**config.mk**
```make
export PLATFORM = sky130hd
export DESIGN_NAME = irq_request_frontend
export DESIGN_NICKNAME = d
export VERILOG_FILES = /design/src/rtl/irq_frontend_pkg.sv /design/src/rtl/sync_chain.sv /design/src/rtl/irq_request_frontend.sv
export SDC_FILE = /design/constraint.sdc
export NUM_CORES = 1
export LEC_CHECK = 0
export ABC_AREA = 1
export BUFFER_PORTS_ARGS = -buffer_cell sky130_fd_sc_hd__buf_2
export CORE_UTILIZATION = 44
export DETAILED_ROUTE_END_ITERATION = 16
export PLACE_DENSITY = 0.7
export SLEW_MARGIN = 10
export SYNTH_ARGS = -nofsm -noshare
export SYNTH_HDL_FRONTEND = slang
export SYNTH_SLANG_ARGS = --single-unit
```
**constraint.sdc**
```tcl
create_clock -name clk -period 1.03 [get_ports clk]
set_clock_uncertainty 0.05 [all_clocks]
set_input_delay 0.206 -clock clk [delete_from_list [all_inputs] [get_ports clk]]
set_output_delay 0.206 -clock clk [all_outputs]
set_load 0.02 [all_outputs]
```
**src/rtl/irq_frontend_pkg.sv**
```systemverilog
// rtl/irq_frontend_pkg.sv - shared width, FSM states and grant-select functions for irq_request_frontend
// ROUND_ROBIN_EN adds the pointer-rotated select and onehot-to-index helpers.
package irq_frontend_pkg;

  localparam int REQ_W = 8;

  typedef enum logic {ST_IDLE, ST_OFFER} state_e;

  // Highest set bit wins: bit 7 first, bit 0 last.
  function automatic logic [REQ_W-1:0] select_fixed(input logic [REQ_W-1:0] elig);
    logic [REQ_W-1:0] g;
    g = '0;
    for (int i = REQ_W - 1; i >= 0; i--) begin
      if (elig[i] && (g == '0)) g[i] = 1'b1;
    end
    return g;
  endfunction

`ifdef ROUND_ROBIN_EN
  // Search starts at ptr-1 and wraps downward, so ptr itself is tried last.
  function automatic logic [REQ_W-1:0] select_rr(input logic [REQ_W-1:0] elig,
                                                 input logic [2:0] ptr);
    logic [REQ_W-1:0] g;
    logic [2:0]       idx;
    g = '0;
    for (int i = 1; i <= REQ_W; i++) begin
      idx = ptr - 3'(i);
      if (elig[idx] && (g == '0)) g[idx] = 1'b1;
    end
    return g;
  endfunction

  function automatic logic [2:0] onehot_idx(input logic [REQ_W-1:0] oh);
    logic [2:0] k;
    k = '0;
    for (int i = 0; i < REQ_W; i++) begin
      if (oh[i]) k = 3'(i);
    end
    return k;
  endfunction
`endif

endpackage

```
**src/rtl/sync_chain.sv**
```systemverilog
// rtl/sync_chain.sv - single-bit SYNC_STAGES flop synchronizer, async active-low reset to 0
module sync_chain #(
  parameter int SYNC_STAGES = 2
) (
  input  logic clk,
  input  logic rst_n,
  input  logic d,
  output logic q
);

  logic [SYNC_STAGES-1:0] ff;

  always_ff @(posedge clk or negedge rst_n) begin
    if (!rst_n) ff <= '0;
    else        ff <= {ff[SYNC_STAGES-2:0], d};
  end

  assign q = ff[SYNC_STAGES-1];

endmodule

```
**src/rtl/irq_request_frontend.sv**
```systemverilog
// rtl/irq_request_frontend.sv - synchronize, latch and offer one-hot interrupt grants on valid/ready
// Optional macro ROUND_ROBIN_EN selects rotating priority instead of fixed bit-7-first priority.
module irq_request_frontend
  import irq_frontend_pkg::*;
#(
  parameter int SYNC_STAGES = 2,
  parameter int EDGE_MODE   = 1
) (
  input  logic             clk,
  input  logic             rst_n,
  input  logic [REQ_W-1:0] req_i,
  input  logic [REQ_W-1:0] mask_i,
  input  logic             ready_i,
  output logic             valid_o,
  output logic [REQ_W-1:0] onehot_o,
  output logic [REQ_W-1:0] pending_o,
  output logic             lost_o
);

  logic [REQ_W-1:0] req_s;
  logic [REQ_W-1:0] req_d;
  logic [REQ_W-1:0] pending;
  logic [REQ_W-1:0] onehot_q, onehot_n;
  logic [REQ_W-1:0] set, clr, eligible;
  logic             lost_q;
  state_e           state_q, state_n;

  for (genvar b = 0; b < REQ_W; b++) begin : g_sync
    sync_chain #(.SYNC_STAGES(SYNC_STAGES)) u_sync (
      .clk   (clk),
      .rst_n (rst_n),
      .d     (req_i[b]),
      .q     (req_s[b])
    );
  end

  assign set      = (EDGE_MODE != 0) ? (req_s & ~req_d) : req_s;
  assign clr      = (state_q == ST_OFFER && ready_i) ? onehot_q : '0;
  assign eligible = pending & ~mask_i;

`ifdef ROUND_ROBIN_EN
  logic [2:0] ptr_q;

  always_ff @(posedge clk or negedge rst_n) begin
    if (!rst_n)           ptr_q <= 3'd7;
    else if (clr != '0)   ptr_q <= onehot_idx(onehot_q);
  end
`endif

  always_comb begin
    state_n  = state_q;
    onehot_n = onehot_q;
    case (state_q)
      ST_IDLE: begin
        onehot_n = '0;
        if (eligible != '0) begin
`ifdef ROUND_ROBIN_EN
          onehot_n = select_rr(eligible, ptr_q);
`else
          onehot_n = select_fixed(eligible);
`endif
          state_n  = ST_OFFER;
        end
      end
      ST_OFFER: begin
        // Grant stays frozen until accepted, regardless of later mask or pending changes.
        if (ready_i) begin
          onehot_n = '0;
          state_n  = ST_IDLE;
        end
      end
      default: begin
        onehot_n = '0;
        state_n  = ST_IDLE;
      end
    endcase
  end

  always_ff @(posedge clk or negedge rst_n) begin
    if (!rst_n) begin
      req_d    <= '0;
      pending  <= '0;
      lost_q   <= 1'b0;
      state_q  <= ST_IDLE;
      onehot_q <= '0;
    end else begin
      req_d    <= req_s;
      // A set landing on the bit being cleared keeps the new event.
      pending  <= (pending & ~clr) | set;
      if ((set & pending & ~clr) != '0) lost_q <= 1'b1;
      state_q  <= state_n;
      onehot_q <= onehot_n;
    end
  end

  assign valid_o   = (state_q == ST_OFFER);
  assign onehot_o  = onehot_q;
  assign pending_o = pending;
  assign lost_o    = lost_q;

endmodule

```
# Word level (Yosys, flattened, before mapping)
# Cells that the tools add are included.
# word_totals
output_inout_bits	18
regBits	42
wordCells	70
inputBits	19
# op_classes
eq_ne	1
mux	29
bitwise_logic	11
n_reduce_logical	16
# op_table
operator	count
bitwise AND 8 bit	5
2-to-1 mux 1 bit	24
2-to-1 mux 8 bit	3
inverter 8 bit	3
one-hot mux 8 bit (2 select lines)	1
nonzero test 8 bit	2
logical AND 1 bit	8
bitwise OR 8 bit	1
logical NOT 7 bit	1
logical NOT 6 bit	1
logical NOT 5 bit	1
logical NOT 4 bit	1
logical NOT 3 bit	1
logical NOT 2 bit	1
!= test 2 bit (second input constant)	1
inverter 1 bit	2
one-hot mux 1 bit (2 select lines)	1

# Longest topological paths before layout
# logic_depth
depth_word	40
ltp_mapped	7
depth_no_buf	7

# By module
# A second synthesis with hierarchy kept.
# unflattened
cells_unflattened	155
hier_area_um2	1517.7
# modules_own_cells
module	instances	cells_per_inst	area_each_um2
irq_request_frontend	1	139	1117.3
sync_chain	8	2	50.0

# Worst setup path after synthesis
# Ideal clock, no wire load.
# synth_timing
path_kind	register to register
from	reg pending[7], in the netlist pending_o[7]
to	reg state_q, in the netlist valid_o
t_arrival_ns	0.995
slack_ns	-0.133
t_required_ns	0.862
period_less_slack_ns	1.163
setup_time_ns	0.118
stages_incl_launch_ff	7
path_cell_list	dfrtp_1 > nand2_1 > nand2_1 > nor2_2 > nand3_1 > nand2_1 > nand2_1
# synth_between
elab_chain_cells	4
# synth_rtl
item	line	rtl
start, declared	irq_request_frontend.sv:22	logic [REQ_W-1:0] pending;
start signal, assigned	irq_request_frontend.sv:89	pending <= (pending & ~clr) | set;
bitwise AND 8 bit	irq_request_frontend.sv:39	assign eligible = pending & ~mask_i;
nonzero test 8 bit	irq_request_frontend.sv:56	if (eligible != '0) begin
2-to-1 mux 1 bit	irq_request_frontend.sv:56	
one-hot mux 1 bit (2 select lines)	irq_request_frontend.sv:53	case (state_q)
net state_n	irq_request_frontend.sv:26	state_e state_q, state_n;
end signal, assigned	irq_request_frontend.sv:91	state_q <= state_n;
end, declared	irq_request_frontend.sv:26	
# The timed path passes the listed nets, and every way through them passes these cells.
# A chain may end at the register's enable or synchronous reset.

# Final worst setup path
# layout_timing
from	reg state_q, in the netlist valid_o
to	reg lost_q, in the netlist lost_o
# layout_between
elab_chain_cells	5
# layout_rtl
item	line	rtl
logical AND 1 bit	irq_request_frontend.sv:38	assign clr = (state_q == ST_OFFER && ready_i) ? onehot_q : '0;
2-to-1 mux 8 bit	irq_request_frontend.sv:38	
inverter 8 bit	irq_request_frontend.sv:90	if ((set & pending & ~clr) != '0) lost_q <= 1'b1;
bitwise AND 8 bit	irq_request_frontend.sv:90	
nonzero test 8 bit	irq_request_frontend.sv:90	
end signal, assigned	irq_request_frontend.sv:83	lost_q <= 1'b0;
end signal, assigned	irq_request_frontend.sv:90	
end, declared	irq_request_frontend.sv:25	logic lost_q;
# No other way between the ends.

==> results.sh <==
export IMPL_status="finished with violations"
export IMPL_violations="setup timing"
export IMPL_syn_area_sq_mm=0.00155
export IMPL_grt_start_max_net_pins=32
export IMPL_hpwl_mm=2.31
export IMPL_worst_ir_drop_vdd_v=0.00109
export IMPL_start_util_pct=46.2
export IMPL_finalPower_mw=5.30
export IMPL_cts_clk_slew_worst_paths_ps=130
export IMPL_fin_ws_ps=-359
export IMPL_cts_buffer_depth=2
export IMPL_fmaxAchievable_mhz=720
export IMPL_synth_largest_area_cell="dfrtp_1"
export IMPL_pin_count=37
export IMPL_slowest_stage="dfrtp_2"
export IMPL_grt_pass1_vias=1426
export IMPL_cts_root_buf="clkbuf_4"
export IMPL_finalHoldViolations=0
export IMPL_stdcell_area_sq_mm=0.00266
export IMPL_sw_frac_of_total_pct=34.4
export IMPL_cp_start_kind="flip-flop"
export IMPL_cp_arrival_ps=1580
export IMPL_net_switching_power_mw=1.82
export IMPL_wl_mm=5.06
export IMPL_max_cap_violations=0
export IMPL_port_buffers=36
export IMPL_crit_family="flip-flops"
export IMPL_cts_buffers=5
export IMPL_rows=21
export IMPL_antenna_found_initial=0
export IMPL_gr_total_overflow=0
export IMPL_first_iter_violations=139
export IMPL_dr_pass1_iters=4
export IMPL_dr_total_vias=1519
export IMPL_ys_warnings_count=0
export IMPL_cp_cell_sequence="buf_4 > nand2_4 > o21ai_2 > nor2_1 > nor2_1 > nand3_2"
export IMPL_cp_common_cell="nor2_1"
export IMPL_dieHeight_um=61.4
export IMPL_critPathBufInv=1
export IMPL_gp_congestion=0.865
export IMPL_met2_usage_pct=39.1
export IMPL_path_class="flip-flop to flip-flop"
export IMPL_synth_cell_type_count=15
export IMPL_grtUsageMet3_pct=7.56
export IMPL_synth_cells=157
export IMPL_gr_usage_met1_pct=27.0
export IMPL_drive_gt1_share_pct=52.6
export IMPL_placed_area_sq_mm=0.00191
export IMPL_cellPowerDensity_mw_per_mm2=1990
export IMPL_slew_headroom_pct=76.2
export IMPL_cp_max_fo=5
export IMPL_cp_required_ps=1230
export IMPL_layout_area_overhead_vs_synth_pct=71.3
export IMPL_drv_slew=0
export IMPL_clock_power_share_pct=19.8
export IMPL_htreeDepth=2
export IMPL_n_antenna_cell=0
export IMPL_rsz0062_at_grt="true"
export IMPL_final_net_count=267
export IMPL_p_leak_nw=1.33
export IMPL_critPathMaxStageDelay_ps=470
export IMPL_synth_fp_nets=176
export IMPL_avgSynthCellArea_sq_um=9.89
export IMPL_cts_tree="built"
export IMPL_fin_crit_sh_pct=135
export IMPL_yosys_top_cells_area="dfrtp_1, nand2_1, inv_1"
export IMPL_fillers=208
export IMPL_crit_path_end_kind="flip-flop"
export IMPL_avgRoutedWirePerCell_um=17.1
export IMPL_worstMarginPinSlew_ps=357
export IMPL_fin_util_pct=79.1
export IMPL_ys_ff_latch=42
export IMPL_period_needed_ps=1390
export IMPL_p_comb_share_pct=42.3
export IMPL_yosys_area_top_type_share_pct=67.7
export IMPL_vias_per_cell=5.15
export IMPL_die_area_sq_mm=0.00377
export IMPL_clock_sinks=42
export IMPL_finalSetupViolCount=35
export IMPL_insertion_delay_ps=360
export IMPL_core_sq_mm=0.00336
export IMPL_grt_usage_pct=23.5
export IMPL_grt_pass1_wl_mm=6.22
export IMPL_p_seq_share_pct=37.9
export IMPL_drcViolationCount=0
export IMPL_grt_busiest_layer="met2"
export IMPL_synth_seq_area_share_pct=67.7
export IMPL_die_w_um=61.4
export IMPL_hold_path_class="input pin to flip-flop"
export IMPL_ant_nets=0
export IMPL_p_int_mw=3.47
through the flow:
step	TNS, ps	worst slack (ps)	std cells	hold WS [ps]
after floorplan	-285	-50.3	157	-140
after global placement	-391	-90.5	250	42.2
after detailed placement	-580	-125	250	52.6
after CTS	-4370	-267	291	75.7
after global routing	-6760	-408	295	109
final	-5550	-359	295	98.2
logic make-up (layout without fill, tap and decap cells):
| group | count (synthesis) | in the layout | share of synthesized area, % |
|---|---|---|---|
| and+or+nand+nor | 72 | 72 | 20.1 |
| buffers and inverters | 27 | 119 | 6.77 |
| DFF | 42 | 42 | 67.7 |
| AOI/OAI and AO/OA | 16 | 16 | 5.48 |
worst reg2reg max path, delay by kind of cell (launching register included):
family	cells	cell delay, ps
AO/OA/AOI/OAI	1	170
buffers and inverters	1	150
flip-flops	1	470
AND/OR/NAND/NOR	4	450
power groups by stage:
stage	logic, mW	clock network (mW)	registers, mW
global route	2.33	1.13	2.03
global placement	0.961	0	2.01
detailed placement	0.982	0	2.02
finish	2.24	1.05	2.01
CTS	1.84	1.05	1.97
floorplan	0.426	0	2.13
synth_stat cells:
cell and n:
a21oi_1 2, nand2_1 34, buf_4 1, nand4_1 3, o22ai_1 1, nand2_2 1
inv_2 1, o21ai_0 12, nor2_4 1, o21ai_2 1, dfrtp_1 42, nand3_1 17
nor2_1 15, inv_1 25, nor2_2 1
registers in the layout, summed over array words and instances (netlist names):
signal,count
g_sync.u_sync.ff,16
lost_o,1
onehot_o,8
pending_o,8
req_d,8
valid_o,1
path summary, 6_finish.rpt:
kind / startpoint / end / slack (ps) / cells after the start
max reg2reg: valid_o$_DFF_PN0_ / lost_o$_DFFE_PN0P_ / -360 / 6
min reg2reg: g_sync[7].u_sync.ff[0]$_DFF_PN0_ / g_sync[7].u_sync.ff[1]$_DFF_PN0_ / 310 / 0
min in group asynchronous: rst_n / g_sync[0].u_sync.ff[1]$_DFF_PN0_ / 220 / 2
max: valid_o$_DFF_PN0_ / lost_o$_DFFE_PN0P_ / -360 / 6
max in group asynchronous: rst_n / valid_o$_DFF_PN0_ / 240 / 3
min: mask_i[2] / onehot_o[2]$_DFFE_PN0P_ / 100 / 4
per-layer routing:
metal	share of wire, %	up-vias
met1	39	758
met5	0	-
li1	-	675
met3	5.0	17
met2	53	69
met4	2.9	0
timing repair:
action                                  CTS  global route
endpoints found under the setup margin   30            35
pin swaps                                 6            12
hold endpoints to repair                 50             0
hold buffers                              9             0
resized for setup                        67            47
buffers inserted                         24             7
layout by cell type, fill, tap and decap left out, types with 3 or more instances in the layout:
master / netlist / layout
dfrtp_1: 42 / 38
buf_6: 0 / 35
inv_1: 25 / 23
buf_4: 1 / 21
nand2_1: 34 / 20
buf_2: 0 / 18
nor2_1: 15 / 12
nand2_2: 1 / 10
nand3_2: 0 / 9
dlygate4sd3_1: 0 / 9
o21ai_1: 0 / 6
o21ai_2: 1 / 6
nand2_4: 0 / 5
clkbuf_4: 0 / 5
nand3_4: 0 / 4
nand3_1: 17 / 4
dfrtp_2: 0 / 4
nor2_2: 1 / 3
nand4_1: 3 / 3
cell type report:
cell class	count	area, sq um	share of cell area [%]
clock buffer	5	37.5	1.41
clock inverter	3	40.0	1.51
inverter	26	108	4.05
multi-input combinational	88	589	22.2
sequential	42	1060	39.7
tap	46	57.6	2.16
timing repair buffer	85	772	29.0
No activity file was read; power rests on OpenSTA's default activity.
